===== src/rtl/sel_demux_pkg.sv =====
`default_nettype none
// +----------------------------------------------------------------------+
// | sel_demux_pkg : shared constants, slot state and select check for    |
// |                 the six-way registered demultiplexer                  |
// | Revision: 1.0                                                        |
// +----------------------------------------------------------------------+
package sel_demux_pkg;

    localparam int NCH   = 6;
    localparam int SEL_W = 3;
    localparam int CNT_W = 8;

    typedef enum logic [0:0] {
        EMPTY = 1'b0,
        FULL  = 1'b1
    } slot_state_t;

    function automatic logic sel_legal(input logic [SEL_W-1:0] sel);
        return sel < SEL_W'(NCH);
    endfunction

endpackage
`default_nettype wire


===== src/rtl/demux_slot.sv =====
`default_nettype none
// +----------------------------------------------------------------------+
// | demux_slot : one-entry holding slot with valid/ready drain, pass-    |
// |              through refill and a wrapping accept counter            |
// | Revision: 1.0                                                        |
// +----------------------------------------------------------------------+
module demux_slot
    import sel_demux_pkg::*;
#(
    parameter int W = 4
) (
    input  logic             clk,
    input  logic             resetn,
    input  logic             load,
    input  logic [W-1:0]     din,
    output logic [W-1:0]     dout,
    output logic             valid,
    input  logic             ready,
    output logic             can_load,
    output logic [CNT_W-1:0] count
);

    slot_state_t      r_state;
    logic [W-1:0]     r_data;
    logic [CNT_W-1:0] r_count;

    // A full slot being drained this cycle may be refilled in the same cycle
    assign can_load = (r_state == EMPTY) || ready;

    always_ff @(posedge clk) begin
        if (!resetn) begin
            r_state <= EMPTY;
            r_data  <= '0;
            r_count <= '0;
        end else if (load) begin
            r_state <= FULL;
            r_data  <= din;
            r_count <= r_count + CNT_W'(1);
        end else if (r_state == FULL && ready) begin
            r_state <= EMPTY;
        end
    end

    assign dout  = r_data;
    assign valid = (r_state == FULL);
    assign count = r_count;

endmodule
`default_nettype wire


===== src/rtl/sel_demux6.sv =====
`default_nettype none
// +----------------------------------------------------------------------+
// | sel_demux6 : six-way registered demultiplexer with per-channel slots, |
// |              drop counter for illegal selects                         |
// | Revision: 1.0                                                        |
// +----------------------------------------------------------------------+
module sel_demux6
    import sel_demux_pkg::*;
#(
    parameter int W = 4
) (
    input  logic                 clk,
    input  logic                 resetn,
    input  logic                 in_valid,
    output logic                 in_ready,
    input  logic [SEL_W-1:0]     in_sel,
    input  logic [W-1:0]         in_data,
    output logic [NCH-1:0]       out_valid,
    input  logic [NCH-1:0]       out_ready,
    output logic [NCH*W-1:0]     out_data,
    output logic [CNT_W-1:0]     drop_count,
    output logic [NCH*CNT_W-1:0] accept_count
);

    localparam int          NSEL     = 2 ** SEL_W;
    localparam logic [CNT_W-1:0] C_CNT_MAX = {CNT_W{1'b1}};

    logic [NCH-1:0]   w_can_load;
    logic [NSEL-1:0]  w_ready_by_sel;
    logic             w_legal;
    logic             w_fire;
    logic [CNT_W-1:0] r_drop_count;

    assign w_legal = sel_legal(in_sel);
    assign w_fire  = in_valid && in_ready;

    // Illegal selects are always accepted so they can be discarded
    assign w_ready_by_sel = {{(NSEL-NCH){1'b1}}, w_can_load};
    assign in_ready       = w_ready_by_sel[in_sel];

    generate
        for (genvar g = 0; g < NCH; g++) begin : g_ch
            demux_slot #(
                .W (W)
            ) u_slot (
                .clk      (clk),
                .resetn   (resetn),
                .load     (w_fire && w_legal && (in_sel == SEL_W'(g))),
                .din      (in_data),
                .dout     (out_data[g*W +: W]),
                .valid    (out_valid[g]),
                .ready    (out_ready[g]),
                .can_load (w_can_load[g]),
                .count    (accept_count[g*CNT_W +: CNT_W])
            );
        end
    endgenerate

    always_ff @(posedge clk) begin
        if (!resetn) begin
            r_drop_count <= '0;
        end else if (w_fire && !w_legal && r_drop_count != C_CNT_MAX) begin
            r_drop_count <= r_drop_count + CNT_W'(1);
        end
    end

    assign drop_count = r_drop_count;

endmodule
`default_nettype wire


===== config.mk =====
export PLATFORM = sky130hd
export DESIGN_NAME = sel_demux6
export DESIGN_NICKNAME = d
export VERILOG_FILES = /design/src/rtl/sel_demux_pkg.sv /design/src/rtl/demux_slot.sv /design/src/rtl/sel_demux6.sv
export SDC_FILE = /design/constraint.sdc
export NUM_CORES = 1
export LEC_CHECK = 0
export ABC_AREA = 1
export CORE_UTILIZATION = 53
export CTS_CLUSTER_DIAMETER = 60
export DETAILED_ROUTE_END_ITERATION = 8
export GPL_TIMING_DRIVEN = 0
export PLACE_DENSITY = 0.86
export SETUP_SLACK_MARGIN = 0.1
export SYNTH_ARGS = -nofsm -noshare
export SYNTH_HDL_FRONTEND = slang
export SYNTH_SLANG_ARGS = --single-unit
export TNS_END_PERCENT = 10

===== constraint.sdc =====
create_clock -name clk -period 3.8 [get_ports clk]
set_input_delay 0.76 -clock clk [delete_from_list [all_inputs] [get_ports clk]]
set_output_delay 0.76 -clock clk [all_outputs]
set_load 0.03 [all_outputs]

==> results_dict.tcl <==
set metrics [dict create \
    vias 4147 \
    rsz0062_at_grt "no" \
    drive_above_1_share_pct 6.23 \
    finalCritPeriodShare_pct 86.4 \
    clk_path_buf_depth 2 \
    clock.fmax_mhz 305 \
    syn_inst 559 \
    yosysUniqueCellTypes 24 \
    hp-class "flip-flop to flip-flop" \
    p_leak_nw 2.00 \
    first_pass_iters 5 \
    crit_fanout 10 \
    drc 0 \
    post-cts-setup-buffers 0 \
    maxSlewViolCount 0 \
    synth_top_area_share_pct 42.8 \
    critical_path_class "input port to output port" \
    end_kind "output port" \
    netlist_area_sq_um 4020 \
    r2r_cells 9 \
    clk_latency_ps 350 \
    cts_tree "built" \
    antenna_found_initial 0 \
    finalSetupTns_ps 0 \
    synth_top_cells_by_count "146 x nand2_1, 86 x dfxtp_1, 73 x a21oi_1, 62 x nor2_1, 39 x inv_1" \
    setup_viol 0 \
    yosysMostFrequentCell "nand2_1" \
    grt_pass1_wl_mm 17.1 \
    power.density_nw_per_um2 305 \
    synth.top_cells.by_area "dfxtp_1 43%, nand2_1 14%, a21oi_1 9.1%, nor2_1 5.8%, nand4_1 4.5%" \
    ys_seq_area_share_pct 42.8 \
    drt-total-wl_mm 10.8 \
    cts_root_buf "clkbuf_8" \
    grt_usage_pct 28.2 \
    utilization_pct 72.6 \
    register_area_sq_um 1720 \
    hpwlAfterDp_mm 7.86 \
    dieArea_sq_um 7940 \
    multiInputGateArea_sq_um 1950 \
    cts_num_sinks 86 \
    stdcell_count 773 \
    die_h_um 89.1 \
    yosys.area.top_type "dfxtp_1" \
    core_sq_um 7290 \
    placed_cell_area_sq_um 5140 \
    syn-num-nets 582 \
    holdWs_ps 466 \
    avgSynthCellArea_sq_um 7.19 \
    drt_iter0_drc 242 \
    rows 31 \
    status "finished, final reports clean" \
    area_growth_pct 31.8 \
    wl_per_cell_um 14.0 \
    overflow 0 \
    min_path_cells 2 \
    cap_violations 0 \
    ios 103 \
    path_clk_slew_ps 80 \
    detail-route-antenna-nets 0 \
    final_cell_area_sq_um 5300 \
    num_antenna_cells 0 \
    ys_ff_latch 86 \
    arrival_ps 2520 \
    io_buffer_count 100 \
    cp-start-kind "input port" \
    grt_max_degree 13 \
    slew_headroom_pct 56.2 \
    yosysWarnings 0 \
    async_flop_share_pct 0 \
    die_x_um 89.1 \
    cp.required_ps 3040 \
    fin_skew_ps 9.09 \
    gp_congestion 0.845 \
    numCtsBuffers 9 \
    synth-main-ff-cell "dfxtp_1" \
    nFillCells 607 \
    tightestPinTransition_ps 657 \
    peakVddDrop_v 0.000181 \
    synth_edf_count 0 \
    start_util_pct 55.1 \
    first_global_vias 3706 \
    placed_cells 758 \
    h-tree-depth 3 \
    period_needed_ps 3280 \
    fin_nets 693 \
    hold_viol_final 0 \
    viasPerCell 5.36 \
]
## final timing paths
kind	startpoint	endpoint	slack, ps
worst max register to register	drop_count[0]$_SDFFE_PN0P_	drop_count[4]$_SDFFE_PN0P_	2000
worst max-delay path	in_sel[0]	in_ready	520
worst min register to register	g_ch[3].u_slot.dout[0]$_SDFFE_PN0P_	g_ch[3].u_slot.dout[0]$_SDFFE_PN0P_	470
worst min-delay path	g_ch[3].u_slot.dout[0]$_SDFFE_PN0P_	g_ch[3].u_slot.dout[0]$_SDFFE_PN0P_	470
## per-stage QoR
step | total power [mW] | setup WS (ps)
after floorplan | 1.03 | 1500
after CTS | 1.62 | 160
final | 1.61 | 516
after global placement | 1.09 | 190
after detailed placement | 1.10 | 172
after global routing | 1.67 | 427
## metal layers
layer	GRT usage (%)	wire length, um	vias to the layer above
li1	-	-	2040
met1	35.1	4680	1922
met2	46.7	5080	151
met3	4.89	692	34
met4	15.3	387	0
met5	0	0	-
## layout by cell type (no fill, tap or decap), types with 8 or more instances in the layout
cell type	count
xor2_1	11
xnor2_1	13
buf_4	11
nand3_1	26
nor2_1	62
clkdlybuf4s50_1	99
inv_1	39
clkbuf_1	16
nand2_1	146
clkbuf_8	9
a21oi_1	73
dfxtp_1	86
nand4_1	29
o21ai_0	13
buf_2	8
## what timing repair did
action / CTS / global route
endpoints found under the setup margin: 0 / 1
resized for setup: 0 / 1
endpoints found under the hold margin: 0 / 0
hold buffers: 0 / 0
## sequential cells by signal (all words and copies together), names as in the netlist
| register | flops |
|---|---|
| g_ch.u_slot.count | 48 |
| drop_count | 8 |
| g_ch.u_slot.valid | 6 |
| g_ch.u_slot.dout | 24 |
## logic make-up (layout without fill, tap and decap cells)
group           count (synthesis)  in the layout  share of synthesized area [%]
flops                          86             86                           42.8
fa+ha+maj                       7              7                           2.18
xor+xnor                       24             24                           5.23
simple gates                  274            274                           29.7
compound gates                 90             90                           11.5
buf+inv                        78            193                           8.56
## cell type report
class	instances	share of cell area (%)
repair buffers	100	19.0
clock inverters	2	0.189
inverters	46	3.26
plain buffers	32	3.24
multi-input cells	395	36.9
well taps	99	2.34
clock buffers	13	2.62
flip-flops and latches	86	32.5
## power by group
group          switching (mW)  internal [mW]  total [mW]
Clock                   0.300          0.233       0.533
Sequential             0.0103          0.912       0.923
Combinational           0.102         0.0560       0.158
## worst max-delay path: stages
cell and delay (ps):
clkdlybuf4s50_1 610, inv_2 100, nand2_1 90, nor2_1 50, nor2_1 90, nand2_1 80, a21oi_1 160, buf_2 260
dlymetal6s2s_1 330
Power figures use the tool's default switching activity.
